==> config.mk <==
export PLATFORM = sky130hd
export DESIGN_NAME = preg_free_list
export DESIGN_NICKNAME = d
export VERILOG_FILES = /design/src/rtl/core_pkg.sv /design/src/rtl/circ_fifo.sv /design/src/rtl/preg_free_list.sv
export SDC_FILE = /design/constraint.sdc
export NUM_CORES = 1
export LEC_CHECK = 0
export BUFFER_PORTS_ARGS = -buffer_cell sky130_fd_sc_hd__buf_2
export CORE_MARGIN = 5
export CORE_UTILIZATION = 45
export CTS_BUF_LIST = sky130_fd_sc_hd__clkbuf_8
export DETAILED_ROUTE_END_ITERATION = 16
export PLACE_DENSITY_LB_ADDON = 0.12
export RECOVER_POWER = 100
export SLEW_MARGIN = 15
export SYNTH_ARGS = -nofsm -noshare
export SYNTH_HDL_FRONTEND = slang
export SYNTH_SLANG_ARGS = --single-unit
==> constraint.sdc <==
create_clock -name clk -period 10.94 [get_ports clk]
set_input_delay 1.641 -clock clk [delete_from_list [all_inputs] [get_ports clk]]
set_output_delay 1.641 -clock clk [all_outputs]
set_load 0.02 [all_outputs]
==> src/rtl/core_pkg.sv <==
// core_pkg: constants and types shared by the rename / retire slice of the core.
//   NUM_PREG  - physical register count (IDs 0..NUM_PREG-1)
//   NUM_AREG  - architectural register count (p0..p(NUM_AREG-1) mapped at reset)
//   PREG_W    - physical register ID width
//   preg_t    - physical register ID type
//   OPC_S_TYPE, NOP_INSN - decode constants rename uses to spot instructions
//                          without a destination
package core_pkg;

  localparam int NUM_PREG = 64;
  localparam int NUM_AREG = 32;
  localparam int PREG_W   = 6;

  // Store major opcode: S-type instructions carry no destination register.
  localparam logic [6:0]  OPC_S_TYPE = 7'b0100011;
  // Canonical NOP (addi x0, x0, 0).
  localparam logic [31:0] NOP_INSN   = 32'h0000_0013;

  typedef logic [PREG_W-1:0] preg_t;

endpackage

==> src/rtl/circ_fifo.sv <==
// circ_fifo: generic circular FIFO with a reset-preload hook.
//   clk, rstn     - clock, synchronous active-low reset
//   preload_data  - contents loaded into every storage slot at reset
//   preload_tail  - tail pointer value loaded at reset (head resets to 0)
//   push/push_data- write one entry at the tail (ignored when full)
//   pop           - advance the head (ignored when empty)
//   pop_data      - entry at the head, read combinationally
//   empty, full   - pointer-derived status
//   count         - number of stored entries
// DEPTH must be a power of two so that the extra wrap bit on each pointer
// makes full/empty distinguishable and the low bits wrap for free.
module circ_fifo #(
  parameter int DEPTH = 64,
  parameter int WIDTH = 6,
  parameter int PTR_W = $clog2(DEPTH)
) (
  input  logic             clk,
  input  logic             rstn,
  input  logic [WIDTH-1:0] preload_data [DEPTH],
  input  logic [PTR_W:0]   preload_tail,
  input  logic             push,
  input  logic [WIDTH-1:0] push_data,
  input  logic             pop,
  output logic [WIDTH-1:0] pop_data,
  output logic             empty,
  output logic             full,
  output logic [PTR_W:0]   count
);

  logic [WIDTH-1:0] mem_r [DEPTH];
  logic [PTR_W:0]   head_r;
  logic [PTR_W:0]   tail_r;
  logic             push_en_s;
  logic             pop_en_s;

  // Status, head read and qualified push/pop strobes.
  always_comb begin
    empty     = (head_r == tail_r);
    full      = (head_r[PTR_W] != tail_r[PTR_W]) &&
                (head_r[PTR_W-1:0] == tail_r[PTR_W-1:0]);
    count     = tail_r - head_r;
    pop_data  = mem_r[head_r[PTR_W-1:0]];
    push_en_s = push & ~full;
    pop_en_s  = pop & ~empty;
  end

  // Storage and pointer update; reset reloads the whole array from the hook.
  always_ff @(posedge clk) begin
    if (!rstn) begin
      for (int i = 0; i < DEPTH; i++) begin
        mem_r[i] <= preload_data[i];
      end
      head_r <= '0;
      tail_r <= preload_tail;
    end else begin
      if (push_en_s) begin
        mem_r[tail_r[PTR_W-1:0]] <= push_data;
        tail_r <= tail_r + (PTR_W+1)'(1);
      end
      if (pop_en_s) begin
        head_r <= head_r + (PTR_W+1)'(1);
      end
    end
  end

endmodule

==> src/rtl/preg_free_list.sv <==
// preg_free_list: physical register free list between rename and retire.
//   clk, rstn        - clock, synchronous active-low reset
//   alloc_req        - rename wants one preg this cycle
//   alloc_valid      - list non-empty, alloc_preg meaningful
//   alloc_preg       - preg at the head of the list (zero-latency read)
//   alloc_stall      - alloc_req while the list is empty
//   ret_valid        - retire presents a reclaim
//   ret_old_vld      - retiring instruction had a destination
//   ret_old_preg     - superseded preg to return
//   free_count       - entries currently in the list
//   err_double_free  - sticky: returned a preg that was already free
//   err_overflow     - sticky: returned a preg while the list was full
module preg_free_list
  import core_pkg::*;
(
  input  logic              clk,
  input  logic              rstn,
  input  logic              alloc_req,
  output logic              alloc_valid,
  output logic [PREG_W-1:0] alloc_preg,
  output logic              alloc_stall,
  input  logic              ret_valid,
  input  logic              ret_old_vld,
  input  logic [PREG_W-1:0] ret_old_preg,
  output logic [PREG_W:0]   free_count,
  output logic              err_double_free,
  output logic              err_overflow
);

  preg_t             preload_s [NUM_PREG];
  logic [PREG_W:0]   preload_tail_s;
  preg_t             head_preg_s;
  logic              fifo_empty_s;
  logic              fifo_full_s;
  logic [PREG_W:0]   fifo_count_s;
  logic              pop_s;
  logic              push_cand_s;
  logic              dbl_s;
  logic              ovf_s;
  logic              push_s;
  logic [NUM_PREG-1:0] in_free_r;
  logic              err_dbl_r;
  logic              err_ovf_r;

  // Reset image: the non-architectural pregs, in ascending order.
  always_comb begin
    for (int i = 0; i < NUM_PREG; i++) begin
      if (i < NUM_PREG - NUM_AREG) begin
        preload_s[i] = PREG_W'(NUM_AREG + i);
      end else begin
        preload_s[i] = PREG_W'(0);
      end
    end
    preload_tail_s = (PREG_W+1)'(NUM_PREG - NUM_AREG);
  end

  // Pop/push qualification. Double-free is judged on pre-edge membership, so
  // popping X while X is returned in the same cycle drops the return.
  // Overflow cannot occur while the bitmap holds, but is flagged defensively.
  always_comb begin
    pop_s       = alloc_req & ~fifo_empty_s;
    push_cand_s = ret_valid & ret_old_vld & (ret_old_preg != PREG_W'(0));
    dbl_s       = push_cand_s & in_free_r[ret_old_preg];
    ovf_s       = push_cand_s & fifo_full_s;
    push_s      = push_cand_s & ~dbl_s & ~ovf_s;
  end

  circ_fifo #(
    .DEPTH (NUM_PREG),
    .WIDTH (PREG_W)
  ) u_fifo (
    .clk          (clk),
    .rstn         (rstn),
    .preload_data (preload_s),
    .preload_tail (preload_tail_s),
    .push         (push_s),
    .push_data    (ret_old_preg),
    .pop          (pop_s),
    .pop_data     (head_preg_s),
    .empty        (fifo_empty_s),
    .full         (fifo_full_s),
    .count        (fifo_count_s)
  );

  // Membership bitmap and sticky error flags.
  always_ff @(posedge clk) begin
    if (!rstn) begin
      for (int i = 0; i < NUM_PREG; i++) begin
        in_free_r[i] <= (i >= NUM_AREG);
      end
      err_dbl_r <= 1'b0;
      err_ovf_r <= 1'b0;
    end else begin
      // A same-cycle pop and push never target the same preg (see dbl_s).
      if (pop_s) begin
        in_free_r[head_preg_s] <= 1'b0;
      end
      if (push_s) begin
        in_free_r[ret_old_preg] <= 1'b1;
      end
      err_dbl_r <= err_dbl_r | dbl_s;
      err_ovf_r <= err_ovf_r | ovf_s;
    end
  end

  // Output drive.
  always_comb begin
    alloc_valid     = ~fifo_empty_s;
    alloc_preg      = head_preg_s;
    alloc_stall     = alloc_req & fifo_empty_s;
    free_count      = fifo_count_s;
    err_double_free = err_dbl_r;
    err_overflow    = err_ovf_r;
  end

endmodule

==> results by group <==
Outcome
  – Status: finished with violations
  – Failing checks: max-capacitance violations, max-slew violations

Placement
  – Placed Area: approximately 0.022 sq mm
  – IO Port Bufs: 27
  – Global placer's final weighted congestion: 0.941
  – Detailed placement HPWL: 49,700 um
  – Post-Place Cells: 2,301
  – Worst Setup Slack post-DPL: 4330 ps

Floorplanning
  – Initial Utilization: 0.456
  – Die area: between 0.05 and 0.06 sq mm
  – Die X: approximately 230 um
  – Num rows: 80
  – Die Y: 230 um
  – IO Pins: 28
  – Core footprint: 0.0479 sq mm

Detailed routing
  – Initial DRC Count: 2,235
  – Vias per cell: 6.41
  – Drt first pass iters: 5
  – Via Count: 15,700
  – Drc violations: 0
  – DR WL/cell: 30.2 um
  – Remaining antenna violation count: 0
  – Final wirelength: 74,000 um

Power and ir drop
  – Lkg Pwr: 7.30 nW
  – Pwr dens: 163 mW/mm^2
  – Peak VDD IR: 0.100 mV
  – Power Total: 3.86 mW

Worst setup path
  – Critical path endpoint category: primary output
  – Bufs and invs on worst path: 2
  – Worst Path Required: 9300 ps
  – Slowest cell on crit path: dfxtp_1
  – Slowest Stage Delay on Critical Path: 2290 ps
  – Crit-path cells: buf_4, mux4_1, or4_1, o21ai_0, a211o_1, o21ai_0, buf_2
  – Crit-path max FO: 48
  – Crit path arrival time: 6650 ps
  – Crit path kind: reg2out
  – Crit path max-delay family: flip-flops
  – Most common cell on crit path: o21ai_0
  – Element type at the critical path start: flop

Global routing
  – Vias in the first global route: between 15,000 and 20,000
  – GRT Residual Overflow: 0
  – First-pass GRT wire length: 106,000 um
  – Initial antenna violation count: 1
  – Largest net degree at the start of global routing: 77
  – Gr usage total: 0.273

STA
  – Slew headroom: -0.941
  – Fin crit period: 8290 ps
  – Final-report hold violation count: 0
  – Final worst slack: 2650 ps
  – Maximum clock frequency: roughly 0.12 GHz
  – Slew @ Worst Pin: around 2900 ps
  – Final period util: 0.757
  – Worst Skew: 33.4 ps
  – Max-slew violation count: roughly 190
  – Setup TNS: 0 ps
  – # setup viols final: 0
  – RSZ-0062 raised after global routing: no

Clocking
  – Clk Latency, worst-skew pair: 690 ps
  – Clock-pin slew of the registers on the worst-case setup and hold paths: 60 ps
  – Post-CTS Setup Inserts: 0
  – # hold bufs at CTS: 0
  – Clock root cell: clkbuf_8
  – H-tree depth: 3
  – Post-cts resize count: 0
  – Clock Path Buffers: 3
  – TritonCTS Buffers: 79
  – CTS tree: done
  – Clock sinks: 470

Synthesis
  – Cell count after synthesis: 1,781
  – Largest cells by area after synthesis: edfxtp_1 (53%), mux4_2 (7.9%), dfxtp_1 (7.9%)
  – Yosys top cell area share: 0.527
  – Asr flop ratio synth: 0
  – Post-synth EDFFs: 384
  – Yosys reg bits: 470
  – Main synth FF type: edfxtp_1
  – Mean area per synthesized cell: roughly 12 sq um
  – Synth Cell Area: 0.0219 sq mm
  – Netlist cell types: 71
  – Post-synth top area cell: edfxtp_1
  – Ys Warns: 0
  – Syn nets: 1,801
  – Seq/Total Area, Yosys: 0.606

Layout
  – Final net count: 1,787
  – Commonest non-fill, non-tap cell in the layout: edfxtp_1
  – Cell area after layout: 0.0237 sq mm
  – Post-Layout Cell Count: approximately 2,500
  – Most frequent cells in the layout: edfxtp_1 (384), nor2_1 (296), nand2_1 (211)
  – Layout cells sized above 1: 0.124
  – Fill cells: 4,280
  – Area grow syn2layout: 8.37%

Worst hold path
  – Worst hold path class: reg2reg
  – Hold path start: err_double_free

Run
  – Max Cap Viol: 5
==> worst register-to-register path, cell delays in order, from the launching register on <==
cell	delay, ps
dfxtp_1	2290
buf_4	870
mux4_1	340
or4_1	130
o21ai_0	110
a211o_1	290
o21ai_0	1530
nand3_1	640
o21ai_0	320
o211ai_1	130
==> power breakdown <==
part / switching [mW] / leakage (nW) / total [mW] / internal, mW
sequential: 0.0321 / 4.26 / 2.00 / 1.97
combinational: 0.200 / 2.14 / 0.297 / 0.0970
clock: 0.755 / 0.895 / 1.57 / 0.811
total: 0.987 / 7.30 / 3.86 / 2.88
==> flip-flops by register name (all words and copies together), names as in the netlist, named ones only <==
| register | count |
|---|---|
| err_double_free | 1 |
| err_overflow | 1 |
| in_free_r | 64 |
| u_fifo.head_r | 7 |
| u_fifo.mem_r | 384 |
| u_fifo.tail_r | 7 |
==> synth_stat cells, drive strengths merged, types with 2 or more instances <==
library cell	number
and2	7
a21o	3
a22o	2
o21bai	2
xnor2	12
o221ai	3
and3b	4
o32ai	5
o311ai	4
nor2b	9
nand3b	8
mux2i	25
and3	7
nor2	296
nand2b	7
nand2	211
nor4	6
ha	8
a311oi	3
nand4	5
o21ai	135
mux2	3
o22ai	10
clkinv	2
buf	59
a211o	3
nor3	58
nand3	51
or4	2
mux4	104
nor3b	8
inv	20
a221oi	2
a211oi	8
edfxtp	384
or2	2
or3	19
a21oi	41
a22oi	9
nand4b	3
clkbuf	89
o211ai	42
or3b	6
dfxtp	86
==> per-stage QoR <==
stage               hold WS, ps   util
floorplan                   444      -
global placement            440  0.464
detailed placement          440  0.464
CTS                         454  0.496
global route                459  0.494
finish                      451  0.494
==> final cells by class <==
class	count	area [sq um]	share of cell area
flip-flops and latches	470	13300	0.560
clock inverters	63	384	0.0162
multi-input cells	1141	7750	0.327
diodes	2	5.00	0.000211
clock buffers	84	1160	0.0488
repair buffers	53	283	0.0119
well taps	615	769	0.0325
inverters	22	82.6	0.00349
==> per-layer routing <==
layer  GRT usage  up-vias  share of wire
met1       0.384     7850           0.40
met2       0.420     1050           0.45
met5           0        -              0
met3      0.0580      163           0.11
li1            -     6635              -
met4       0.104        0          0.039
==> cell families after synthesis <==
family | Yosys count | synth area share
DFF | 470 | 0.606
xor gates and xnor gates | 13 | 0.00521
buffers and inverters | 170 | 0.0375
adders and majority gates | 9 | 0.00549
and+or+nand+nor | 710 | 0.143
AOI/OAI and AO/OA | 277 | 0.0775
muxes | 132 | 0.125
==> worst paths after layout <==
path / depth (start not counted) / end / slack [ps]
setup / recovery: 7 / alloc_preg[5] / 2650
setup reg to reg: 9 / in_free_r[54] / 4150
hold / removal: 2 / err_double_free / 450
hold reg to reg: 2 / err_double_free / 450
Power figures use the tool's default switching activity.
